## config.mk

```make
export PLATFORM = sky130hd
export DESIGN_NAME = bsg_dmc_trace_arbiter_flat
export DESIGN_NICKNAME = d
export VERILOG_FILES = /design/src/rtl/bsg_dmc_trace_arbiter_if.sv /design/src/rtl/bsg_dmc_trace_arbiter.sv /design/src/flat_wrapper.sv
export SDC_FILE = /design/constraint.sdc
export NUM_CORES = 1
export LEC_CHECK = 0
export CAP_MARGIN = 20
export CORE_AREA = 2 2 131 133
export DETAILED_ROUTE_END_ITERATION = 7
export DIE_AREA = 0 0 133 135
export DONT_BUFFER_PORTS = 1
export MAX_ROUTING_LAYER = met4
export SYNTH_ARGS = -nofsm -noshare
export SYNTH_HDL_FRONTEND = slang
export SYNTH_SLANG_ARGS = --single-unit
```

## constraint.sdc

```tcl
create_clock -name clk_i -period 8.65 [get_ports clk_i]
set_input_delay 0.865 -clock clk_i [delete_from_list [all_inputs] [get_ports clk_i]]
set_output_delay 0.865 -clock clk_i [all_outputs]
set_load 0.05 [all_outputs]
```

## src/rtl/bsg_dmc_trace_arbiter_if.sv

```systemverilog
// rtl/bsg_dmc_trace_arbiter_if.sv - requester, link and read-return bundle for the trace arbiter
// slave = arbiter side, master = requesters/link environment side.
interface bsg_dmc_trace_arbiter_if #(
   parameter int num_req_p       = 2,
   parameter int payload_width_p = 64
) ();
   logic [num_req_p-1:0]                 req_v_i;
   logic [num_req_p*payload_width_p-1:0] req_data_i;
   logic [num_req_p-1:0]                 req_yumi_o;
   logic                                 link_v_o;
   logic [payload_width_p-1:0]           link_data_o;
   logic                                 link_ready_i;
   logic                                 resp_v_i;
   logic [payload_width_p-1:0]           resp_data_i;
   logic                                 resp_yumi_o;
   logic [num_req_p-1:0]                 resp_v_o;
   logic [payload_width_p-1:0]           resp_data_o;
   logic [num_req_p-1:0]                 resp_ready_i;

   modport slave (
      input  req_v_i, req_data_i, link_ready_i, resp_v_i, resp_data_i, resp_ready_i,
      output req_yumi_o, link_v_o, link_data_o, resp_yumi_o, resp_v_o, resp_data_o
   );

   modport master (
      output req_v_i, req_data_i, link_ready_i, resp_v_i, resp_data_i, resp_ready_i,
      input  req_yumi_o, link_v_o, link_data_o, resp_yumi_o, resp_v_o, resp_data_o
   );
endinterface

```

## src/rtl/bsg_dmc_trace_arbiter.sv

```systemverilog
// rtl/bsg_dmc_trace_arbiter.sv - round-robin trace link arbiter with in-order read-return routing
// Optional burst lock: define BSG_DMC_TRACE_ARB_LOCK_EN.
module bsg_dmc_trace_arbiter #(
   parameter int                     num_req_p         = 2,
   parameter int                     payload_width_p   = 64,
   parameter int                     cmd_lsb_p         = 59,
   parameter int                     cmd_width_p       = 5,
   parameter logic [cmd_width_p-1:0] read_cmd_p        = cmd_width_p'(1),
   parameter int                     max_outstanding_p = 8,
   parameter int                     lock_len_p        = 4
) (
   input  logic                                   clk_i,
   input  logic                                   reset_i,
   bsg_dmc_trace_arbiter_if.slave                 bus,
   output logic [$clog2(max_outstanding_p+1)-1:0] outstanding_o,
   output logic                                   error_o
);
   localparam int id_w_lp  = (num_req_p > 1) ? $clog2(num_req_p) : 1;
   localparam int ptr_w_lp = (max_outstanding_p > 1) ? $clog2(max_outstanding_p) : 1;
   localparam int cnt_w_lp = $clog2(max_outstanding_p + 1);

   // Unsupported configurations fail elaboration on a missing module.
   if (num_req_p < 2 || lock_len_p < 1 || max_outstanding_p < 2
       || (max_outstanding_p & (max_outstanding_p - 1)) != 0) begin : g_param_check
      bsg_dmc_trace_arbiter_illegal_parameters u_bad ();
   end

   function automatic logic [id_w_lp-1:0] rr_idx(input logic [id_w_lp-1:0] base, input int off);
      int s;
      s = int'(base) + off;
      if (s >= num_req_p) s = s - num_req_p;
      return id_w_lp'(s);
   endfunction

   logic [id_w_lp-1:0]  rr_q, rr_d;
   logic [ptr_w_lp-1:0] wr_ptr_q, wr_ptr_d, rd_ptr_q, rd_ptr_d;
   logic [cnt_w_lp-1:0] count_q, count_d;
   logic                error_q, error_d;
   logic [id_w_lp-1:0]  mem_q [max_outstanding_p];

   logic [num_req_p-1:0] is_read, eligible;
   logic                 fifo_full, fifo_empty;
   logic                 grant_v;
   logic [id_w_lp-1:0]   grant_id;
   logic                 xfer, push, pop;
   logic [id_w_lp-1:0]   head_id;

`ifdef BSG_DMC_TRACE_ARB_LOCK_EN
   localparam int lock_w_lp = $clog2(lock_len_p + 1);
   logic [lock_w_lp-1:0] lock_cnt_q, lock_cnt_d, lock_next;
`endif

   assign fifo_full  = (count_q == cnt_w_lp'(max_outstanding_p));
   assign fifo_empty = (count_q == '0);
   assign head_id    = mem_q[rd_ptr_q];

   // Reads are masked on the registered full flag, so a same-cycle pop never unmasks.
   always_comb begin
      is_read  = '0;
      eligible = '0;
      for (int i = 0; i < num_req_p; i++) begin
         is_read[i]  = (bus.req_data_i[i*payload_width_p + cmd_lsb_p +: cmd_width_p] == read_cmd_p);
         eligible[i] = bus.req_v_i[i] & ~(is_read[i] & fifo_full);
      end
   end

   // Walk downward so the lowest offset from the pointer wins.
   always_comb begin
      grant_v  = 1'b0;
      grant_id = rr_q;
      for (int off = num_req_p - 1; off >= 0; off--) begin
         if (eligible[rr_idx(rr_q, off)]) begin
            grant_v  = 1'b1;
            grant_id = rr_idx(rr_q, off);
         end
      end
   end

   always_comb begin
      bus.link_v_o    = grant_v & ~reset_i;
      bus.link_data_o = bus.req_data_i[int'(grant_id)*payload_width_p +: payload_width_p];
      xfer            = bus.link_v_o & bus.link_ready_i;
      bus.req_yumi_o  = '0;
      if (xfer) bus.req_yumi_o[grant_id] = 1'b1;
      push            = xfer & is_read[grant_id];
   end

   // A return with nothing outstanding is still consumed so the link never wedges.
   always_comb begin
      bus.resp_data_o = bus.resp_data_i;
      bus.resp_v_o    = '0;
      pop             = 1'b0;
      bus.resp_yumi_o = 1'b0;
      error_d         = error_q;
      if (bus.resp_v_i && !reset_i) begin
         if (fifo_empty) begin
            bus.resp_yumi_o = 1'b1;
            error_d         = 1'b1;
         end else begin
            bus.resp_v_o[head_id] = 1'b1;
            pop                   = bus.resp_ready_i[head_id];
            bus.resp_yumi_o       = pop;
         end
      end
   end

   always_comb begin
      wr_ptr_d = push ? wr_ptr_q + 1'b1 : wr_ptr_q;
      rd_ptr_d = pop  ? rd_ptr_q + 1'b1 : rd_ptr_q;
      count_d  = count_q + cnt_w_lp'(push) - cnt_w_lp'(pop);
   end

`ifdef BSG_DMC_TRACE_ARB_LOCK_EN
   // While lock_cnt_q is nonzero rr_q names the locked owner.
   always_comb begin
      rr_d       = rr_q;
      lock_cnt_d = lock_cnt_q;
      lock_next  = '0;
      if (xfer) begin
         if (lock_cnt_q != '0 && grant_id == rr_q) lock_next = lock_cnt_q + 1'b1;
         else                                     lock_next = lock_w_lp'(1);
         if (int'(lock_next) < lock_len_p) begin
            rr_d       = grant_id;
            lock_cnt_d = lock_next;
         end else begin
            rr_d       = rr_idx(grant_id, 1);
            lock_cnt_d = '0;
         end
      end else if (lock_cnt_q != '0 && !eligible[rr_q]) begin
         rr_d       = rr_idx(rr_q, 1);
         lock_cnt_d = '0;
      end
   end
`else
   always_comb begin
      rr_d = xfer ? rr_idx(grant_id, 1) : rr_q;
   end
`endif

   always_ff @(posedge clk_i or posedge reset_i) begin
      if (reset_i) begin
         rr_q       <= '0;
         wr_ptr_q   <= '0;
         rd_ptr_q   <= '0;
         count_q    <= '0;
         error_q    <= 1'b0;
`ifdef BSG_DMC_TRACE_ARB_LOCK_EN
         lock_cnt_q <= '0;
`endif
      end else begin
         rr_q       <= rr_d;
         wr_ptr_q   <= wr_ptr_d;
         rd_ptr_q   <= rd_ptr_d;
         count_q    <= count_d;
         error_q    <= error_d;
`ifdef BSG_DMC_TRACE_ARB_LOCK_EN
         lock_cnt_q <= lock_cnt_d;
`endif
      end
   end

   // Tag storage needs no reset; the pointers define what is valid.
   always_ff @(posedge clk_i) begin
      if (push) mem_q[wr_ptr_q] <= grant_id;
   end

   assign outstanding_o = count_q;
   assign error_o       = error_q;
endmodule

```

## src/flat_wrapper.sv

```systemverilog
// flat-port wrapper written by rule: the top's interface ports become plain ports
module bsg_dmc_trace_arbiter_flat 
#(
   parameter int                     num_req_p         = 2,
   parameter int                     payload_width_p   = 64,
   parameter int                     cmd_lsb_p         = 59,
   parameter int                     cmd_width_p       = 5,
   parameter logic [cmd_width_p-1:0] read_cmd_p        = cmd_width_p'(1),
   parameter int                     max_outstanding_p = 8,
   parameter int                     lock_len_p        = 4
)
  (clk_i, reset_i, outstanding_o, error_o, bus_req_v_i, bus_req_data_i, bus_link_ready_i, bus_resp_v_i, bus_resp_data_i, bus_resp_ready_i, bus_req_yumi_o, bus_link_v_o, bus_link_data_o, bus_resp_yumi_o, bus_resp_v_o, bus_resp_data_o);
  bsg_dmc_trace_arbiter_if #(.num_req_p(num_req_p), .payload_width_p(payload_width_p)) bus_i ();
  input  logic clk_i;
  input  logic reset_i;
  output logic [$clog2(max_outstanding_p+1)-1:0] outstanding_o;
  output logic error_o;
  input wire logic [$bits(bus_i.req_v_i)-1:0] bus_req_v_i;
  input wire logic [$bits(bus_i.req_data_i)-1:0] bus_req_data_i;
  input wire logic [$bits(bus_i.link_ready_i)-1:0] bus_link_ready_i;
  input wire logic [$bits(bus_i.resp_v_i)-1:0] bus_resp_v_i;
  input wire logic [$bits(bus_i.resp_data_i)-1:0] bus_resp_data_i;
  input wire logic [$bits(bus_i.resp_ready_i)-1:0] bus_resp_ready_i;
  output wire logic [$bits(bus_i.req_yumi_o)-1:0] bus_req_yumi_o;
  output wire logic [$bits(bus_i.link_v_o)-1:0] bus_link_v_o;
  output wire logic [$bits(bus_i.link_data_o)-1:0] bus_link_data_o;
  output wire logic [$bits(bus_i.resp_yumi_o)-1:0] bus_resp_yumi_o;
  output wire logic [$bits(bus_i.resp_v_o)-1:0] bus_resp_v_o;
  output wire logic [$bits(bus_i.resp_data_o)-1:0] bus_resp_data_o;
  assign bus_i.req_v_i = bus_req_v_i;
  assign bus_i.req_data_i = bus_req_data_i;
  assign bus_i.link_ready_i = bus_link_ready_i;
  assign bus_i.resp_v_i = bus_resp_v_i;
  assign bus_i.resp_data_i = bus_resp_data_i;
  assign bus_i.resp_ready_i = bus_resp_ready_i;
  assign bus_req_yumi_o = bus_i.req_yumi_o;
  assign bus_link_v_o = bus_i.link_v_o;
  assign bus_link_data_o = bus_i.link_data_o;
  assign bus_resp_yumi_o = bus_i.resp_yumi_o;
  assign bus_resp_v_o = bus_i.resp_v_o;
  assign bus_resp_data_o = bus_i.resp_data_o;
  bsg_dmc_trace_arbiter #(.num_req_p(num_req_p), .payload_width_p(payload_width_p), .cmd_lsb_p(cmd_lsb_p), .cmd_width_p(cmd_width_p), .read_cmd_p(read_cmd_p), .max_outstanding_p(max_outstanding_p), .lock_len_p(lock_len_p)) u_core (.clk_i(clk_i), .reset_i(reset_i), .bus(bus_i), .outstanding_o(outstanding_o), .error_o(error_o));
endmodule
```

==> results.toml, run 1 <==
[synthesis]
yosys_most_used_dff = "dfrtp_1"
synth_area_leader_cell = "mux2_2"
synth.cell_area_sq_um = 2520
synthArstFlopShare_pct = 60.0
ys_ff_latch = 20
syn_avg_cell_area_sq_um = 10.1
syn_inst = 249
synth_cell_types = 39
synth_top_area_share_pct = 27.3
ys_seq_area_share_pct = 21.4
syn_nets = 458
synth.area.top_cells = "mux2_2, buf_4, dfrtp_1, edfxtp_1, ha_1"
synth_edf_count = 8
ys_warn_count = 0

[sta]
skew_ns = 0.00466
hold_viol = 0
fin_ws_ns = 4.23
max_freq_ghz = 0.226
tightestPinTransition_ns = 1.05
rsz0062_at_grt = "false"
drv_slew = 0
setup_viol = 0
relSlewSlack_pct = 29.3
post-route-period-util_pct = 51.0
period_needed_ns = 4.42
finalSetupTns_ns = 0

[placed_design]
port_buffers = 0
dp_hpwl_mm = 7.97
place_ws_ns = 4.50
place_congestion = 0.819

[clocking]
cts-hold-fix-buffers = 0
htree_levels = 1
cts_num_sinks = 20
cts_tree = "yes"
cts_buffer_depth = 2
clk_latency_ns = 0.25
cts_buffers = 3
postCtsSetupBuffers = 0
path_clk_slew_ns = 0.05
root_buffer = "clkbuf_16"
cts-resized-gates = 0

[finish]
layout.nets = 391
layout-drive-gt1-share_pct = 43.1
areaGrowthSynthToFinish_pct = -6.45
layout_commonest_cell = "mux2_2"
antenna_cells = 0
final_cell_mix = "mux2_2, inv_1, dfrtp_1, nand2_1"

[global_routing]
grt_max_degree = 64
grt-ovfl-total = 0
grt_usage_pct = 9.48
grt_pass1_vias = 1695
grt_pass1_wl_mm = 11.7
antenna_found_initial = 2

[power]
ir_drop_uv = 121
p_leak_nw = 0.855
power.density_nw_per_um2 = 320

[job]
cap_violations = 0

[worst_setup_path]
crit_path_end_kind = "output port"
r2r_cells = 11
cp_max_fo = 63
required_ns = 7.79
crit_type = "flip-flop to output port"
start_kind = "flip-flop"
worstPathArrival_ns = 3.55

[route]
vias = 1599
viasPerCell = 3.99
drtIter0Drc = 54
firstDrtPassIters = 4
ant_nets = 0
drc = 0
wl_per_cell_um = 22.4
drt-total-wl_mm = 8.98

[outcome]
run_status = "finished, final reports clean"

[floorplan]
die_w_um = 133
start_util_pct = 15.4
dieArea_sq_um = 18000
die_h_um = 135
row_count = 47
ios = 339
core_area_sq_um = 16400

[worst_hold_path]
hold_depth = 1
min_path_type = "flip-flop to flip-flop"
## power breakdown
part | leakage [nW] | switching, mW | internal [mW] | total, mW
combinational | 0.598 | 0.322 | 0.135 | 0.457
sequential | 0.218 | 0.0766 | 0.125 | 0.202
clock | 0.0385 | 0.0341 | 0.0616 | 0.0957
## registers in the layout, summed over array words and instances (netlist names)
| signal | flops |
|---|---|
| u_core.error_o | 1 |
| u_core.mem_q | 8 |
| u_core.outstanding_o | 4 |
| u_core.rd_ptr_q | 3 |
| u_core.rr_q | 1 |
| u_core.wr_ptr_q | 3 |
## synthesized netlist by cell type, drive strengths merged (2+ instances only)
cell type / n
nand3: 3
nor2: 5
xor2: 2
mux4: 2
a21oi: 4
buf: 74
a41o: 2
mux2: 66
nor4: 2
mux2i: 5
dfrtp: 12
nor2b: 4
nor3b: 2
xnor2: 4
edfxtp: 8
a211oi: 2
nor3: 2
nor4b: 3
nand2: 10
nor4bb: 2
ha: 8
inv: 14
or3b: 2
## cell type report
type	instances	area [sq um]
multi-input cells	141	1400
inverters	14	52.6
clock inverters	1	3.75
fillers	1837	14000
clock buffers	3	75.1
well taps	220	275
flip-flops and latches	20	541
repair buffers	2	15.0
## worst max-delay path, cell delays in order (launching register included)
cell and delay (ns):
dfrtp_1 0.63, inv_1 0.16, ha_1 0.28, or3b_4 0.30, o41ai_4 0.13, a221oi_4 0.47
buf_4 0.69, mux2_2 0.55
## path summary, 6_finish.rpt
| path | start | end | slack (ns) |
|---|---|---|---|
| hold / removal | u_core.rd_ptr_q[2]$_DFFE_PP0P_ | u_core.rd_ptr_q[2]$_DFFE_PP0P_ | 0.50 |
| hold reg to reg | u_core.rd_ptr_q[2]$_DFFE_PP0P_ | u_core.rd_ptr_q[2]$_DFFE_PP0P_ | 0.50 |
| setup / recovery | u_core.outstanding_o[2]$_DFF_PP0_ | bus_link_data_o[19] | 4.23 |
| setup reg to reg | u_core.outstanding_o[2]$_DFF_PP0_ | u_core.outstanding_o[1]$_DFF_PP0_ | 4.80 |
| min in group asynchronous | reset_i | u_core.wr_ptr_q[2]$_DFFE_PP0P_ | 0.54 |
| max in group asynchronous | reset_i | u_core.outstanding_o[1]$_DFF_PP0_ | 7.76 |
## cells by family (layout without fill, tap and decap cells)
group / after synthesis / count (layout) / synth area share [%]
xor gates and xnor gates: 6 / 6 / 2.09
muxes: 73 / 73 / 34.0
buffers and inverters: 88 / 20 / 23.6
adders and majority gates: 9 / 9 / 4.77
DFF: 20 / 20 / 21.4
AOI/OAI and AO/OA: 15 / 15 / 5.36
and+or+nand+nor: 38 / 38 / 8.69
## per-stage QoR
stage	std cells	power, mW	hold slack (ns)	util [%]	cell area (sq um)
2_1_floorplan	249	0.698	0.466	-	2520
3_3_place_gp	397	0.653	0.480	13.9	2280
3_5_place_dp	397	0.665	0.482	13.9	2280
4_1_cts	401	0.762	0.499	14.4	2360
5_1_grt	401	0.796	0.521	14.4	2360
6_report	401	0.755	0.497	14.4	2360
## routing by layer
metal | share of wire [%] | vias up | global-route usage [%]
li1 | - | 680 | -
met1 | 35 | 726 | 9.80
met2 | 53 | 177 | 16.6
met3 | 10 | 16 | 3.64
met4 | 1.7 | 0 | 3.29
met5 | 0 | - | -
No activity file was read; power rests on OpenSTA's default activity.
==> run 2: changes to the inputs <==
==> constraint.sdc (replaced) <==
create_clock -name clk_i -period 4.42 [get_ports clk_i]
set_input_delay 0.442 -clock clk_i [delete_from_list [all_inputs] [get_ports clk_i]]
set_output_delay 0.442 -clock clk_i [all_outputs]
set_load 0.05 [all_outputs]
==> results.toml, run 2 (synthesis gave the netlist of run 1 again) <==
[outcome]
run_status = "finished, final reports clean"

[finish]
layout_commonest_cell = "mux2_2"
antenna_cells = 0
fillCellCount = 1852
top_register = "u_core.mem_q"
final_cell_mix = "mux2_2, inv_1, dfrtp_1, nand2_1"
largest_reg_flops = 8
areaGrowthSynthToFinish_pct = -4.22
layout.nets = 395
multi_input_area_sq_um = 1400
area.sequential_sq_um = 541
layout-drive-gt1-share_pct = 44.9
design_area_sq_um = 2410

[global_routing]
grt_pass1_vias = 1776
grt-ovfl-total = 0
grt_max_degree = 70
grt_usage_pct = 9.32
grt_pass1_wl_mm = 11.6
antenna_found_initial = 1

[clocking]
path_clk_slew_ns = 0.06
cts_buffers = 3
cts_buffer_depth = 2
cts_tree = "yes"
cts_num_sinks = 20
clk_latency_ns = 0.25
htree_levels = 1
cts-resized-gates = 0
cts-hold-fix-buffers = 0
postCtsSetupBuffers = 0
root_buffer = "clkbuf_16"

[worst_setup_path]
path_cells = "inv_1, ha_1, or3b_4, o41ai_4, a221oi_4, buf_4, inv_1, nor2_1, buf_4"
cp_max_fo = 69
required_ns = 3.98
r2r_cells = 12
crit_type = "flip-flop to output port"
r2r_slack_ns = 1.01
critPathSlowestCell = "buf_4"
start_kind = "flip-flop"
crit-reg2reg-launch = "u_core.outstanding_o[2]$_DFF_PP0_"
r2r_end = "u_core.outstanding_o[2]$_DFF_PP0_"
crit_path_end_kind = "output port"
worstPathArrival_ns = 3.45
max_stage_delay_ns = 0.69

[sta]
drv_slew = 0
hold_viol = 0
rsz0062_at_grt = "false"
max_freq_ghz = 0.257
setup_viol = 0
skew_ns = 0.00537
tightestPinTransition_ns = 1.01
post-route-period-util_pct = 88.1
relSlewSlack_pct = 32.2
finalSetupTns_ns = 0
period_needed_ns = 3.90
whs_ns = 0.111

[power]
finalPower_mw = 1.55
ir_drop_uv = 176
power.density_nw_per_um2 = 642
p_leak_nw = 0.887

[route]
ant_nets = 0
drtIter0Drc = 59
viasPerCell = 4.00
drt-total-wl_mm = 8.85
drc = 0
wl_per_cell_um = 21.8
vias = 1622
firstDrtPassIters = 4

[placed_design]
port_buffers = 0
place_congestion = 0.819
placed_cell_area_sq_um = 2310
dp_hpwl_mm = 7.85

[worst_hold_path]
min_path_type = "primary input to async pin"

[floorplan]
ios = 339
core_area_sq_um = 16400
start_util_pct = 15.4
dieArea_sq_um = 18000
row_count = 47
die_h_um = 135
die_w_um = 133

[job]
cap_violations = 0
[run 2: worst max-delay path, delay by kind of cell, from the launching register on]
kind,cells,cell delay (ns)
fa+ha+maj,1,0.27
buf+inv,4,1.35
compound gates,2,0.45
flops,1,0.64
simple gates,2,0.47
[run 2: through the flow]
| step | std cells | setup WS [ns] | util (%) |
|---|---|---|---|
| 6_report | 405 | 0.524 | 14.7 |
| 5_1_grt | 405 | 0.226 | 14.7 |
| 4_1_cts | 405 | 0.452 | 14.7 |
| 3_5_place_dp | 401 | 0.754 | 14.1 |
| 3_3_place_gp | 401 | 0.834 | 14.1 |
| 2_1_floorplan | 249 | 0.659 | - |
[run 2: final cells by class]
class	instances	share of cell area, %
clock buffers	3	3.11
clock inverters	1	1.24
inverters	14	2.18
multi-input cells	141	57.8
flip-flops and latches	20	22.4
well taps	220	11.4
repair buffers	6	1.87
[run 2: power by group]
part | switching (mW) | internal (mW) | total, mW | leakage (nW)
Clock | 0.0677 | 0.180 | 0.247 | 0.0511
Sequential | 0.150 | 0.245 | 0.395 | 0.218
Combinational | 0.638 | 0.270 | 0.908 | 0.617
Total | 0.856 | 0.694 | 1.55 | 0.887
[run 2: worst max path at each step]
| stage | from | end | slack, ns |
|---|---|---|---|
| 2_1_floorplan | u_core.outstanding_o[2]$_DFF_PP0_ | bus_link_data_o[63] | 0.66 |
| 3_3_place_gp | u_core.outstanding_o[2]$_DFF_PP0_ | bus_req_yumi_o[0] | 0.83 |
| 3_5_place_dp | u_core.outstanding_o[2]$_DFF_PP0_ | bus_req_yumi_o[0] | 0.75 |
| 4_1_cts | u_core.outstanding_o[2]$_DFF_PP0_ | bus_req_yumi_o[0] | 0.45 |
| 5_1_grt | u_core.outstanding_o[2]$_DFF_PP0_ | bus_req_yumi_o[0] | 0.23 |
| 6_report | u_core.outstanding_o[2]$_DFF_PP0_ | bus_req_yumi_o[0] | 0.52 |
[run 2: per-layer routing]
layer  share of wire, %  vias to the layer above  GRT usage (%)
li1                   -                      684              -
met2                 54                      173           16.7
met4                1.8                        0           2.99
met5                  0                        -              -
met3                 11                       14           3.79
met1                 33                      751           9.24
